[src/rtl/lcd_bus_arbiter_if.sv]
// Requester handshakes plus the LCD pin bundle shared between the two
// byte-stream requesters and the arbiter.
interface lcd_arb_if;
  logic       req0_valid, req0_rs, req0_lock, req0_ready;
  logic [7:0] req0_data;
  logic       req1_valid, req1_rs, req1_lock, req1_ready;
  logic [7:0] req1_data;
  logic       lcd_rs, lcd_rw, lcd_en;
  logic [7:0] lcd_data;
  logic [1:0] grant;
  logic       busy;

  modport master (
    output req0_valid, req0_rs, req0_data, req0_lock,
    output req1_valid, req1_rs, req1_data, req1_lock,
    input  req0_ready, req1_ready,
    input  lcd_rs, lcd_rw, lcd_en, lcd_data, grant, busy
  );

  modport slave (
    input  req0_valid, req0_rs, req0_data, req0_lock,
    input  req1_valid, req1_rs, req1_data, req1_lock,
    output req0_ready, req1_ready,
    output lcd_rs, lcd_rw, lcd_en, lcd_data, grant, busy
  );
endinterface

[src/rtl/lcd_bus_arbiter.sv]
// Two-requester HD44780 bus arbiter with timed enable strobe and per-transaction lock.
// Build option: LCD_ARB_FIXED_PRIORITY_EN selects fixed req0 priority instead of round-robin.
module lcd_bus_arbiter #(
  parameter int SETUP_CYCLES = 4,
  parameter int PULSE_CYCLES = 25,
  parameter int EXEC_CYCLES  = 2500,
  parameter int CLEAR_CYCLES = 100000
) (
  input logic     clk,
  input logic     reset,
  lcd_arb_if.slave bus
);
  typedef enum logic [1:0] {IDLE, SETUP, PULSE, WAIT} state_t;

  localparam int M1   = (SETUP_CYCLES > PULSE_CYCLES) ? SETUP_CYCLES : PULSE_CYCLES;
  localparam int M2   = (EXEC_CYCLES > CLEAR_CYCLES) ? EXEC_CYCLES : CLEAR_CYCLES;
  localparam int MAXC = (M1 > M2) ? M1 : M2;
  localparam int CW   = $clog2(MAXC + 1);

  state_t        state_q, state_d;
  logic [CW-1:0] cnt_q, cnt_d;
  logic          lcd_rs_q, lcd_rs_d;
  logic [7:0]    lcd_data_q, lcd_data_d;
  logic [1:0]    grant_q, grant_d;
  logic          lock_q, lock_d;

  logic elig0, elig1, win1, rdy0, rdy1, is_clear;

  // Under lock only the current owner (grant_q) stays eligible; otherwise
  // grant_q doubles as the round-robin pointer (00 after reset -> req0 first).
  always_comb begin
    elig0 = bus.req0_valid && (!lock_q || grant_q[0]);
    elig1 = bus.req1_valid && (!lock_q || grant_q[1]);
`ifdef LCD_ARB_FIXED_PRIORITY_EN
    win1  = elig1 && !elig0;
`else
    win1  = elig1 && (!elig0 || grant_q[0]);
`endif
    rdy0  = (state_q == IDLE) && elig0 && !win1 && !reset;
    rdy1  = (state_q == IDLE) && win1 && !reset;
  end

  assign is_clear = !lcd_rs_q &&
                    (lcd_data_q == 8'h01 || lcd_data_q == 8'h02 || lcd_data_q == 8'h03);

  always_comb begin
    state_d    = state_q;
    cnt_d      = cnt_q;
    lcd_rs_d   = lcd_rs_q;
    lcd_data_d = lcd_data_q;
    grant_d    = grant_q;
    lock_d     = lock_q;
    unique case (state_q)
      IDLE: if (rdy0 || rdy1) begin
        lcd_rs_d   = win1 ? bus.req1_rs   : bus.req0_rs;
        lcd_data_d = win1 ? bus.req1_data : bus.req0_data;
        lock_d     = win1 ? bus.req1_lock : bus.req0_lock;
        grant_d    = win1 ? 2'b10 : 2'b01;
        cnt_d      = CW'(SETUP_CYCLES - 1);
        state_d    = SETUP;
      end
      SETUP: if (cnt_q == '0) begin
        cnt_d   = CW'(PULSE_CYCLES - 1);
        state_d = PULSE;
      end else cnt_d = cnt_q - 1'b1;
      PULSE: if (cnt_q == '0) begin
        cnt_d   = is_clear ? CW'(CLEAR_CYCLES - 1) : CW'(EXEC_CYCLES - 1);
        state_d = WAIT;
      end else cnt_d = cnt_q - 1'b1;
      WAIT: if (cnt_q == '0) state_d = IDLE;
            else cnt_d = cnt_q - 1'b1;
      default: state_d = IDLE;
    endcase
  end

  always_ff @(posedge clk or posedge reset) begin
    if (reset) begin
      state_q    <= IDLE;
      cnt_q      <= '0;
      lcd_rs_q   <= 1'b0;
      lcd_data_q <= 8'h00;
      grant_q    <= 2'b00;
      lock_q     <= 1'b0;
    end else begin
      state_q    <= state_d;
      cnt_q      <= cnt_d;
      lcd_rs_q   <= lcd_rs_d;
      lcd_data_q <= lcd_data_d;
      grant_q    <= grant_d;
      lock_q     <= lock_d;
    end
  end

  // lcd_en comes straight off the state flop so an async reset drops it at once.
  assign bus.req0_ready = rdy0;
  assign bus.req1_ready = rdy1;
  assign bus.lcd_rs     = lcd_rs_q;
  assign bus.lcd_rw     = 1'b0;
  assign bus.lcd_en     = (state_q == PULSE);
  assign bus.lcd_data   = lcd_data_q;
  assign bus.grant      = grant_q;
  assign bus.busy       = (state_q != IDLE);
endmodule

[src/flat_wrapper.sv]
// flat-port wrapper written by rule: the top's interface ports become plain ports
module lcd_bus_arbiter_flat 
#(
  parameter int SETUP_CYCLES = 4,
  parameter int PULSE_CYCLES = 25,
  parameter int EXEC_CYCLES  = 2500,
  parameter int CLEAR_CYCLES = 100000
)
  (clk, reset, bus_req0_valid, bus_req0_rs, bus_req0_data, bus_req0_lock, bus_req1_valid, bus_req1_rs, bus_req1_data, bus_req1_lock, bus_req0_ready, bus_req1_ready, bus_lcd_rs, bus_lcd_rw, bus_lcd_en, bus_lcd_data, bus_grant, bus_busy);
  lcd_arb_if bus_i ();
  input logic clk;
  input logic reset;
  input wire logic [$bits(bus_i.req0_valid)-1:0] bus_req0_valid;
  input wire logic [$bits(bus_i.req0_rs)-1:0] bus_req0_rs;
  input wire logic [$bits(bus_i.req0_data)-1:0] bus_req0_data;
  input wire logic [$bits(bus_i.req0_lock)-1:0] bus_req0_lock;
  input wire logic [$bits(bus_i.req1_valid)-1:0] bus_req1_valid;
  input wire logic [$bits(bus_i.req1_rs)-1:0] bus_req1_rs;
  input wire logic [$bits(bus_i.req1_data)-1:0] bus_req1_data;
  input wire logic [$bits(bus_i.req1_lock)-1:0] bus_req1_lock;
  output wire logic [$bits(bus_i.req0_ready)-1:0] bus_req0_ready;
  output wire logic [$bits(bus_i.req1_ready)-1:0] bus_req1_ready;
  output wire logic [$bits(bus_i.lcd_rs)-1:0] bus_lcd_rs;
  output wire logic [$bits(bus_i.lcd_rw)-1:0] bus_lcd_rw;
  output wire logic [$bits(bus_i.lcd_en)-1:0] bus_lcd_en;
  output wire logic [$bits(bus_i.lcd_data)-1:0] bus_lcd_data;
  output wire logic [$bits(bus_i.grant)-1:0] bus_grant;
  output wire logic [$bits(bus_i.busy)-1:0] bus_busy;
  assign bus_i.req0_valid = bus_req0_valid;
  assign bus_i.req0_rs = bus_req0_rs;
  assign bus_i.req0_data = bus_req0_data;
  assign bus_i.req0_lock = bus_req0_lock;
  assign bus_i.req1_valid = bus_req1_valid;
  assign bus_i.req1_rs = bus_req1_rs;
  assign bus_i.req1_data = bus_req1_data;
  assign bus_i.req1_lock = bus_req1_lock;
  assign bus_req0_ready = bus_i.req0_ready;
  assign bus_req1_ready = bus_i.req1_ready;
  assign bus_lcd_rs = bus_i.lcd_rs;
  assign bus_lcd_rw = bus_i.lcd_rw;
  assign bus_lcd_en = bus_i.lcd_en;
  assign bus_lcd_data = bus_i.lcd_data;
  assign bus_grant = bus_i.grant;
  assign bus_busy = bus_i.busy;
  lcd_bus_arbiter #(.SETUP_CYCLES(SETUP_CYCLES), .PULSE_CYCLES(PULSE_CYCLES), .EXEC_CYCLES(EXEC_CYCLES), .CLEAR_CYCLES(CLEAR_CYCLES)) u_core (.clk(clk), .reset(reset), .bus(bus_i));
endmodule
[config.mk]
export PLATFORM = sky130hd
export DESIGN_NAME = lcd_bus_arbiter_flat
export DESIGN_NICKNAME = d
export VERILOG_FILES = /design/src/rtl/lcd_bus_arbiter_if.sv /design/src/rtl/lcd_bus_arbiter.sv /design/src/flat_wrapper.sv
export SDC_FILE = /design/constraint.sdc
export NUM_CORES = 1
export LEC_CHECK = 0
export BUFFER_PORTS_ARGS = -buffer_cell sky130_fd_sc_hd__buf_4
export CORE_ASPECT_RATIO = 1.4
export CORE_MARGIN = 4
export CORE_UTILIZATION = 35
export CTS_BUF_LIST = sky130_fd_sc_hd__clkbuf_4 sky130_fd_sc_hd__clkbuf_8 sky130_fd_sc_hd__clkbuf_16
export CTS_CLUSTER_SIZE = 30
export DETAILED_ROUTE_END_ITERATION = 8
export PLACE_DENSITY_LB_ADDON = 0.15
export SETUP_SLACK_MARGIN = 0.5
export SLEW_MARGIN = 5
export SYNTH_ARGS = -nofsm -noshare
export SYNTH_HDL_FRONTEND = slang
export SYNTH_SLANG_ARGS = --single-unit
[constraint.sdc]
create_clock -name clk -period 6.19 [get_ports clk]
set_clock_uncertainty 0.05 [all_clocks]
set_input_delay 0.9285 -clock clk [delete_from_list [all_inputs] [get_ports clk]]
set_output_delay 0.9285 -clock clk [all_outputs]
set_load 0.01 [all_outputs]
==> Yosys cells after proc, flatten, opt, wreduce, memory -nomap -nowiden <==
Index checks and enable logic that the tools add are counted.
{ "op_classes": {"mux": 15, "reduce_logical": 26, "n_addsub": 1, "n_eq_ne": 11} }
{ "ops": {"columns": ["operator", "count"], "rows": [
  ["2-to-1 mux 17 bit", 5],
  ["case mux 17 bit (4 select lines)", 1],
  ["logical NOT 17 bit", 1],
  ["subtractor 17 x 1 -> 17 bit (second input constant)", 1],
  ["== test 8 x 2 -> 1 bit (second input constant)", 2],
  ["2-to-1 mux 2 bit", 5],
  ["logical AND 1 bit", 9],
  ["== test 8 x 1 -> 1 bit (second input constant)", 1],
  ["2-to-1 mux 8 bit", 1],
  ["case mux 2 bit (4 select lines)", 1],
  ["logical OR 1 bit", 6],
  ["inequality test 2 x 1 -> 1 bit (second input constant)", 3],
  ["logical NOT 1 bit", 5],
  ["== test 2 bit (second input constant)", 2],
  ["inequality test 2 bit (second input constant)", 2],
  ["AND reduction 2 bit", 2],
  ["AND reduction 4 bit", 1],
  ["== test 2 x 1 -> 1 bit (second input constant)", 1],
  ["logical NOT 2 bit", 1],
  ["2-to-1 mux 1 bit", 2],
  ["nonzero test 2 bit", 1]
]} }
{ "totals": {"word_cells": 59, "in_bits": 24, "output_inout_bits": 16, "regBits": 31} }

==> Depth between registers and ports, before layout <==
Gate-level depths: netlist (run 1).
{ "depth": {"word_depth": 12, "ltp_mapped": 9, "mapped_depth_nobuf": 7} }

==> Worst setup path before layout (run 1) <==
Ideal clock, no wire load.
{ "synth_timing": {"kind": "input to output", "start": "in bus_req0_valid", "end": "out bus_req0_ready", "required_ps": 5211, "arrival_ps": 1886, "n_path_buf": 1, "setup_slack_ps": 3326, "stages": 4, "path_cell_list": "or3b_1 > nand3_1 > nor2b_1 > clkbuf_1"} }
{ "synth_between": {"elab_chain_cells": 7, "elab_cells_between_ends": 8, "cone_classes": "reduce/logical (8)"} }
{ "synth_lines": {"columns": ["element", "line", "text"], "rows": [
  ["from (decl)", "flat_wrapper.sv:13", "input wire logic [$bits(bus_i.req0_valid)-1:0] bus_req0_valid;"],
  ["logical AND 1 bit *", "lcd_bus_arbiter.sv:32", "elig0 = bus.req0_valid && (!lock_q || grant_q[0]);"],
  ["logical NOT 1 bit", "lcd_bus_arbiter.sv:37", "win1 = elig1 && (!elig0 || grant_q[0]);"],
  ["logical OR 1 bit", "lcd_bus_arbiter.sv:37", null],
  ["logical AND 1 bit", "lcd_bus_arbiter.sv:37", null],
  ["logical NOT 1 bit", "lcd_bus_arbiter.sv:39", "rdy0 = (state_q == IDLE) && elig0 && !win1 && !reset;"],
  ["logical AND 1 bit * (2 in series)", "lcd_bus_arbiter.sv:39", null],
  ["to (decl)", "flat_wrapper.sv:21", "output wire logic [$bits(bus_i.req0_ready)-1:0] bus_req0_ready;"]
]} }
Mark *: on every way between the ends. The rest lies on a longest branch, timed or not.

==> Final worst setup path (run 1) <==
Ends and elaborated chain as after synthesis.

==> results.toml, run 1 <==
[critical_path]
ff2ff_path_depth = 7
reg2reg_from = "u_core.cnt_q[0]"
worst-path-max-fanout = 9
path_class = "in -> out"
r2r_slack_ps = 3340
crit_arrival_ps = 2340
start_kind = "primary input"
cp-end-kind = "output port"
r2r-end = "u_core.cnt_q[13]"
crit_required_ps = 5210
crit_end = "bus_req0_ready"
startpoint = "bus_req0_valid"

[pwr]
swShare = 0.2097
irDropWorstVdd_uv = 89.55
p_leak_nw = 1.218
combPwrFrac = 0.045
powerDensity_nw_per_um2 = 172.0
internal_power_w = 0.0003438
pwr-share-clk = 0.489
total_power_w = 0.0004350
power_switching_w = 0.00009122
seqPwrFrac = 0.465

[placement]
place_hpwl_um = 4232
portBuffers = 38
gp_congestion = 0.8506
place_area_um2 = 2411
pre_cts_slack_ps = 2861

[clock_network]
clock_tree.root_cell = "clkbuf_8"
cts_buffers = 5
clk_latency_ps = 290
clockBufferDepth = 2
postCtsSetupBuffers = 0
cts_hold_buffers = 0
cts_tree = "yes"
h-tree-depth = 2
clk_pin_slew_worst_paths_ps = 70
cts_resized = 0
cts.sinks = 31

[grt]
globalRouteMet1Util = 0.2087
antenna_found_initial = 0
busiest_layer = "met2"
met2_usage = 0.2712
grt_pass1_vias = 1935
use_met3 = 0.03707
grt_util_all_layers = 0.1651
grt_pass1_wl_um = 9473
grt_max_degree = 21
grt-ovfl-total = 0

[timing]
final-setup-viol-count = 0
worstMarginPinSlew_ps = 1091
finalHoldViolCount = 0
fmax_mhz = 301.0
period_minus_slack_ps = 3322
rsz0062_at_grt = "no"
fin_ws_ps = 2868
relSlewSlack = 0.2691
timing.final.crit_share = 0.5367
finalSetupTns_ps = 0
report.final.slew_viol_count = 0

[synth]
yosysWarnings = 0
synth_edf_count = 0
ys.flop_type = "dfrtp_1"
ys_ff_latch = 31
ys_types = 60
synthCells = 223
yosysSeqAreaShare = 0.3664
synthArstFlopShare = 1.000
synth_nets = 254
syn-cell-area_um2 = 2117
syn_area_per_cell_um2 = 9.493

[finish]
layout-drive-gt1-share = 0.2287
fillerInstances = 583
antenna_cells = 0
nets = 288
area_growth_pct = 19.44
finalInstanceArea_um2 = 2529
postLayoutCoreUtil = 0.4313

[worst_hold_path]
hold_depth = 2
hold_path_class = "reg -> reg"

[route]
drcViolationCount = 0
first_iter_violations = 152
wirelength_um = 5761
viasPerCell = 6.021
drt_pre_antenna_iters = 5
post_drt_wl_per_cell_um = 17.56
vias = 1975
ant_nets = 0

[outcome]
outcome = "finished clean"

[die]
die_h_um = 100.0
rows = 33
initial_core_util = 0.3611
die-area_um2 = 7374
fp.dieW_um = 73.73
core-area_um2 = 5863
io_pins = 40

[job]
cap_violations = 0
-- registers in the layout (all words and copies together), names as in the netlist --
name / count
u_core.bus.grant: 2
u_core.bus.lcd_data: 8
u_core.bus.lcd_rs: 1
u_core.cnt_q: 17
u_core.lock_q: 1
u_core.state_q: 2
-- layout make-up --
type | count | area, µm² | area share
clock buffers | 6 | 82.58 | 0.03266
clock inverters | 2 | 35.03 | 0.01385
inverters | 16 | 60.06 | 0.02375
multi-input cells | 164 | 1195 | 0.4725
flip-flops and latches | 31 | 775.7 | 0.3068
well taps | 70 | 87.58 | 0.03464
repair buffers | 39 | 292.8 | 0.1158
-- power groups by stage --
| stage | Clock [W] | Sequential, W | Combinational, W |
|---|---|---|---|
| 2_1_floorplan | 0 | 0.000206 | 0.00000635 |
| 3_3_place_gp | 0 | 0.000206 | 0.0000198 |
| 3_5_place_dp | 0 | 0.000206 | 0.0000201 |
| 4_1_cts | 0.000216 | 0.000202 | 0.0000201 |
| 5_1_grt | 0.000228 | 0.000202 | 0.0000224 |
| 6_report | 0.000213 | 0.000202 | 0.0000196 |
-- metrics by stage --
step / hold WS (ps) / cells
finish: 491.8 / 328
global route: 525.4 / 328
CTS: 499.0 / 328
detailed placement: 478.5 / 320
global placement: 484.1 / 320
floorplan: 450.0 / 223
-- cells by family after synthesis --
logic type / synth area share
and+or+nand+nor: 0.1950
muxes: 0.02896
buffers and inverters: 0.06914
DFF: 0.3664
other: 0.001771
AOI/OAI and AO/OA: 0.2931
adders and majority gates: 0.04137
xor gates and xnor gates: 0.004138
-- synth_stat cells, drive strengths merged, types with 2 or more instances --
library cell,instances,share of area
o211ai,4,0.014
nand3,7,0.017
nor2,11,0.020
a21boi,2,0.0071
a211oi,3,0.013
a22o,4,0.017
nand2,13,0.027
nor2b,3,0.0089
and4,2,0.0095
and3,2,0.0059
a21o,6,0.021
mux2i,5,0.024
inv,16,0.028
nor3,6,0.014
a2111oi,3,0.015
o41ai,2,0.0083
nor4b,2,0.0083
o31ai,2,0.0071
o21ai,25,0.063
ha,7,0.041
o31a,4,0.017
dfrtp,31,0.37
o211a,2,0.0095
buf,9,0.035
clkbuf,3,0.0053
a2bb2oi,2,0.0083
a222oi,7,0.033
nand4,4,0.019
a22oi,2,0.0071
nor4,7,0.038
a21oi,6,0.014
nand2b,4,0.012
-- worst max-delay path, stage by stage --
cell	delay [ps]
buf_4	100
or3b_1	360
nand3_1	200
nor2b_1	520
buf_4	230
-- routing by layer --
metal | share of wire | up-vias
met4 | 0.025 | 0
met5 | 0 | -
met3 | 0.060 | 17
met2 | 0.49 | 79
li1 | - | 933
met1 | 0.43 | 946
-- worst min path at each step --
stage | start | slack (ps) | to
2_1_floorplan | u_core.lock_q | 450 | u_core.lock_q
3_3_place_gp | u_core.bus.lcd_data[2] | 480 | u_core.bus.lcd_data[2]
3_5_place_dp | u_core.bus.lcd_data[4] | 480 | u_core.bus.lcd_data[4]
4_1_cts | u_core.bus.lcd_data[4] | 500 | u_core.bus.lcd_data[4]
5_1_grt | u_core.bus.lcd_rs | 530 | u_core.bus.lcd_rs
6_report | u_core.bus.lcd_data[4] | 490 | u_core.bus.lcd_data[4]
-- layout by cell type, fill, tap and decap left out, types with 5 or more instances in the layout --
cell type / instances
nand3_1: 7
nor2_1: 11
clkbuf_8: 6
nor3_1: 6
dfrtp_1: 31
nand2_1: 12
buf_4: 39
o21ai_0: 19
a21oi_1: 6
a222oi_1: 7
inv_1: 16
ha_1: 7
mux2i_1: 5
a21o_1: 6
No activity file was read; power rests on OpenSTA's default activity.
==> run 2: changes to the inputs <==
==> constraint.sdc (replaced) <==
create_clock -name clk -period 3.3 [get_ports clk]
set_clock_uncertainty 0.05 [all_clocks]
set_input_delay 0.495 -clock clk [delete_from_list [all_inputs] [get_ports clk]]
set_output_delay 0.495 -clock clk [all_outputs]
set_load 0.01 [all_outputs]
==> run 2 against run 1 <==
Against the previous run:
- count of clock-buffer cells in the layout did not move
- critical path depth is 1 higher
- clock power increased by 91%
- hold slack worse by 250 ps
- register-to-register slack got worse by 2600 ps
- die area is the same
- total power is 89% higher
- critical endpoint is now u_core.cnt_q[7]
==> results.toml, run 2 (synthesis results as in run 1) <==
[clock_network]
postCtsSetupBuffers = 0
cts_hold_buffers = 0
clk_latency_ps = 290
h-tree-depth = 2
cts.sinks = 31
clk_pin_slew_worst_paths_ps = 80
cts_tree = "yes"
cts_buffers = 5
clock_tree.root_cell = "clkbuf_8"
clockBufferDepth = 2
cts_resized = 0

[route]
ant_nets = 0
post_drt_wl_per_cell_um = 17.41
wirelength_um = 5850
first_iter_violations = 118
viasPerCell = 5.905
drt_pre_antenna_iters = 5
vias = 1984
drcViolationCount = 0

[finish]
fillerInstances = 614
nets = 296
largest_reg_flops = 17
area_growth_pct = 22.58
layout_common_cells = "buf_4, dfrtp_1, o21ai_0"
layout_commonest_cell = "buf_4"
postLayoutCoreUtil = 0.4426
antenna_cells = 0
layout-drive-gt1-share = 0.2556
regMostFlops = "u_core.cnt_q"

[critical_path]
path_class = "reg -> reg"
crit_required_ps = 3420
cp_top_family = "simple AND/OR/NAND/NOR gates"
worst-path-max-fanout = 14
crit_arrival_ps = 2700
critPathBufInv = 1
cp-end-kind = "flip-flop"
start_kind = "flip-flop"
cp_cell_sequence = "nor4_4 -> nand4_4 -> o21ai_2 -> buf_4 -> a2111oi_2 -> a211o_1"
crit_path_max_incr_delay_ps = 620
cpMaxStageDelayCell = "nor4_4"

[grt]
grt_pass1_vias = 2011
grt-ovfl-total = 0
grt_pass1_wl_um = 9894
grt_util_all_layers = 0.1721
antenna_found_initial = 0
grt_max_degree = 17

[placement]
pre_cts_slack_ps = 633.0
gp_congestion = 0.8517
place_hpwl_um = 4461
portBuffers = 38

[pwr]
irDropWorstVdd_uv = 199.9
powerDensity_nw_per_um2 = 316.8
total_power_w = 0.0008220
p_leak_nw = 1.258

[timing]
fin_ws_ps = 720.9
finalSetupTns_ps = 0
period_minus_slack_ps = 2579
whs_ps = 241.1
worstMarginPinSlew_ps = 733.3
finalHoldViolCount = 0
report.final.slew_viol_count = 0
rsz0062_at_grt = "no"
relSlewSlack = 0.4985
timing.final.crit_share = 0.7815
final-setup-viol-count = 0
fmax_mhz = 387.7

[die]
core-area_um2 = 5863
die_h_um = 100.0
io_pins = 40
fp.dieW_um = 73.73
rows = 33
die-area_um2 = 7374
initial_core_util = 0.3611

[job]
cap_violations = 0

[outcome]
outcome = "finished clean"

[worst_hold_path]
hold_path_class = "in -> async"
[run 2: area by class of cell]
type / instances / area [µm²] / area share
Tap cell: 70 / 87.58 / 0.03375
Timing Repair Buffer: 47 / 352.8 / 0.1360
Clock buffer: 6 / 82.58 / 0.03182
Inverter: 16 / 60.06 / 0.02314
Sequential cell: 31 / 775.7 / 0.2989
Clock inverter: 2 / 35.03 / 0.01350
Multi-Input combinational cell: 164 / 1201 / 0.4629
[run 2: path summary, 6_finish.rpt]
path / startpoint / endpoint / slack (ps) / cells past startpoint
hold / removal: reset / u_core.cnt_q[9] / 240 / 2
setup / recovery: u_core.cnt_q[4] / u_core.cnt_q[7] / 720 / 6
setup reg to reg: u_core.cnt_q[4] / u_core.cnt_q[7] / 720 / 6
min in group clk: bus_req1_data[2] / u_core.bus.lcd_data[2] / 380 / 3
hold reg to reg: u_core.bus.lcd_data[2] / u_core.bus.lcd_data[2] / 480 / 2
max in group asynchronous: reset / u_core.cnt_q[5] / 2300 / 3
[run 2: metrics by stage]
stage          std cells  area, µm²
2_1_floorplan        223       2117
3_5_place_dp         328       2471
6_report             336       2595
5_1_grt              336       2595
4_1_cts              336       2589
3_3_place_gp         328       2471
[run 2: report_power, final]
part | internal (W) | total (W) | leakage, nW | switching [W]
clock network | 0.000245 | 0.000406 | 0.0612 | 0.000161
registers | 0.000380 | 0.000380 | 0.376 | 0
logic | 0.0000208 | 0.0000368 | 0.821 | 0.0000159
total | 0.000645 | 0.000822 | 1.26 | 0.000177
[run 2: layer usage]
metal	track usage	vias to the layer above	routed length, µm
met2	0.2958	76	2931
met4	0.08508	0	249
li1	-	938	-
met3	0.03407	19	334
met1	0.1986	951	2334
met5	0	-	0
==> run 3: changes to the inputs <==
--- a/config.mk
+++ b/config.mk
@@ -5,6 +5,7 @@
 export SDC_FILE = /design/constraint.sdc
 export NUM_CORES = 1
 export LEC_CHECK = 0
+export ABC_AREA = 1
 export BUFFER_PORTS_ARGS = -buffer_cell sky130_fd_sc_hd__buf_4
 export CORE_ASPECT_RATIO = 1.4
 export CORE_MARGIN = 4
==> constraint.sdc (replaced) <==
create_clock -name clk -period 2.3 [get_ports clk]
set_clock_uncertainty 0.05 [all_clocks]
set_input_delay 0.345 -clock clk [delete_from_list [all_inputs] [get_ports clk]]
set_output_delay 0.345 -clock clk [all_outputs]
set_load 0.01 [all_outputs]
==> run 3 against run 2 <==
Against the previous run:
- global-route usage decreased by 1.5 points
- register-to-register slack lost 100 ps
- area after synthesis increased by 1.0%
- synthesized cell count up 35%
- clock power grew 21%
- sequential share of layout area fell by 2.3 points
- critical path type is now reg -> out
==> results.toml, run 3 <==
[worst_hold_path]
hold_path_class = "in -> async"

[clock_network]
clock_tree.root_cell = "clkbuf_8"
clockBufferDepth = 2
cts_tree = "yes"
clk_pin_slew_worst_paths_ps = 60
cts_buffers = 5
cts.sinks = 31
h-tree-depth = 2
clk_latency_ps = 280
cts_hold_buffers = 0

[finish]
antenna_cells = 0
nets = 394
final_cell_count_no_fill = 434
final-seq-area_um2 = 775.7
layout_common_cells = "nand2_1, buf_4, dfrtp_1"
largest_reg_flops = 17
layout_commonest_cell = "nand2_1"
layout-drive-gt1-share = 0.2802
multi_input_area_um2 = 1296
regMostFlops = "u_core.cnt_q"
fillerInstances = 641
postLayoutCoreUtil = 0.4757
area_growth_pct = 31.36

[placement]
placedCellCount = 409
pre_cts_slack_ps = 258.3
place_hpwl_um = 4034
portBuffers = 38
gp_congestion = 0.8004

[timing]
final-setup-viol-count = 0
report.final.slew_viol_count = 0
timing.final.crit_share = 0.8048
finalHoldViolCount = 0
fin_ws_ps = 448.9
finalSetupTns_ps = 0
rsz0062_at_grt = "yes"
period_minus_slack_ps = 1851
fmax_mhz = 540.2

[pwr]
total_power_w = 0.004111
p_leak_nw = 1.575
powerDensity_nw_per_um2 = 1464
irDropWorstVdd_uv = 663.1

[synth]
yosysSeqAreaShare = 0.3628
synth_nets = 333
synthCells = 302
syn-cell-area_um2 = 2138
ys_ff_latch = 31
yosysMostFrequentCell = "nand2_1"
ys.flop_type = "dfrtp_1"
syn_area_per_cell_um2 = 7.080
yosysWarnings = 0
synth_edf_count = 0
synth_commonest_cells = "nand2_1, dfrtp_1, nor2_1"
synth.area.top_cells = "dfrtp_1, nand2_1, nand3_1"
ys_types = 28
yosys.area.top_type = "dfrtp_1"
synth_top_area_share = 0.3628
synthArstFlopShare = 1.000

[grt]
grt_pass1_vias = 2019
antenna_found_initial = 0
grt_max_degree = 32
grt_util_all_layers = 0.1572
grt_pass1_wl_um = 9128
grt-ovfl-total = 0

[route]
drt_pre_antenna_iters = 4
viasPerCell = 4.687
drcViolationCount = 0
first_iter_violations = 54
vias = 2034
ant_nets = 0
wirelength_um = 5304
post_drt_wl_per_cell_um = 12.22

[critical_path]
cp-end-kind = "output port"
cpMaxStageDelayCell = "dfrtp_1"
critical_path_cell_count = 7
crit_arrival_ps = 1460
path_class = "reg -> out"
cp_cell_sequence = "inv_2 -> ha_4 -> inv_4 -> nor2_4 -> nand3_4 -> a21oi_2 -> buf_4"
cp_top_family = "flip-flops"
ff2ff_path_depth = 11
crit_path_max_incr_delay_ps = 390
critPathBufInv = 3
worst-path-max-fanout = 3
crit_required_ps = 1900
start_kind = "flip-flop"

[job]
cap_violations = 0

[die]
initial_core_util = 0.3622
die_h_um = 100.5
fp.dieW_um = 74.06
core-area_um2 = 5904
rows = 33
die-area_um2 = 7442
io_pins = 40

[outcome]
outcome = "finished clean"
## run 3: cell count changes after synthesis, sizes merged, moves of 5 or more
cell    previous run  this run
mux2i              5         0
xor2               1         7
o21ai             25         2
inv               16        24
nor2              11        38
nand3b             0         5
a21o               6         0
nand3              7        27
a222oi             7         0
nand2             13       144
buf                9         3
nor4               7         0
## run 3: logic make-up (layout without fill, tap and decap cells)
logic type	count (synthesis)	in the layout	synth area share
and+or+nand+nor	216	216	0.4652
DFF	31	31	0.3628
buffers and inverters	28	90	0.05617
AOI/OAI and AO/OA	11	11	0.04038
xor gates and xnor gates	8	8	0.03277
adders and majority gates	7	7	0.04096
other	1	1	0.001754
## run 3: routing by layer
metal  vias up  global-route usage  part of all wire
met1       909              0.1775              0.41
met3        12             0.03892             0.052
met4         0             0.06276             0.031
met5         -                   0                 0
li1       1057                   -                 -
met2        56              0.2766              0.50
## run 3: path summary, 6_finish.rpt
path	startpoint	endpoint	slack (ps)
worst min-delay path	reset	u_core.state_q[0]	120
min in group clk	bus_req0_data[3]	u_core.bus.lcd_data[3]	220
worst max register to register	u_core.state_q[1]	u_core.cnt_q[12]	620
worst max-delay path	u_core.state_q[1]	bus_req0_ready	450
worst min register to register	u_core.bus.lcd_data[4]	u_core.bus.lcd_data[4]	470
max in group asynchronous	reset	u_core.cnt_q[11]	1780
## run 3: tightest hold or removal path, cell delays in order
cell and delay [ps]:
buf_4 130, inv_1 50, buf_4 350
## run 3: through the flow
| stage | instance area, µm² | hold slack [ps] |
|---|---|---|
| 3_3_place_gp | 2500 | 439.0 |
| 2_1_floorplan | 2138 | 398.5 |
| 5_1_grt | 2809 | 158.0 |
| 6_report | 2809 | 123.2 |
| 4_1_cts | 2709 | 138.3 |
| 3_5_place_dp | 2500 | 437.6 |
## run 3: final cells by class
cell class | instances | area share
clock buffers | 8 | 0.03697
inverters | 25 | 0.03608
multi-input cells | 243 | 0.4615
flip-flops and latches | 31 | 0.2762
well taps | 70 | 0.03118
repair buffers | 57 | 0.1581
## run 3: power by group
part           internal (W)  switching, W
Clock              0.000285      0.000206
Sequential         0.000777      0.000232
Combinational       0.00108       0.00153
## run 3: repair_timing
action	4_1_cts	5_1_grt
gates resized for setup	10	12
setup buffers	8	9
setup endpoints to repair	26	21
pin swaps	3	6
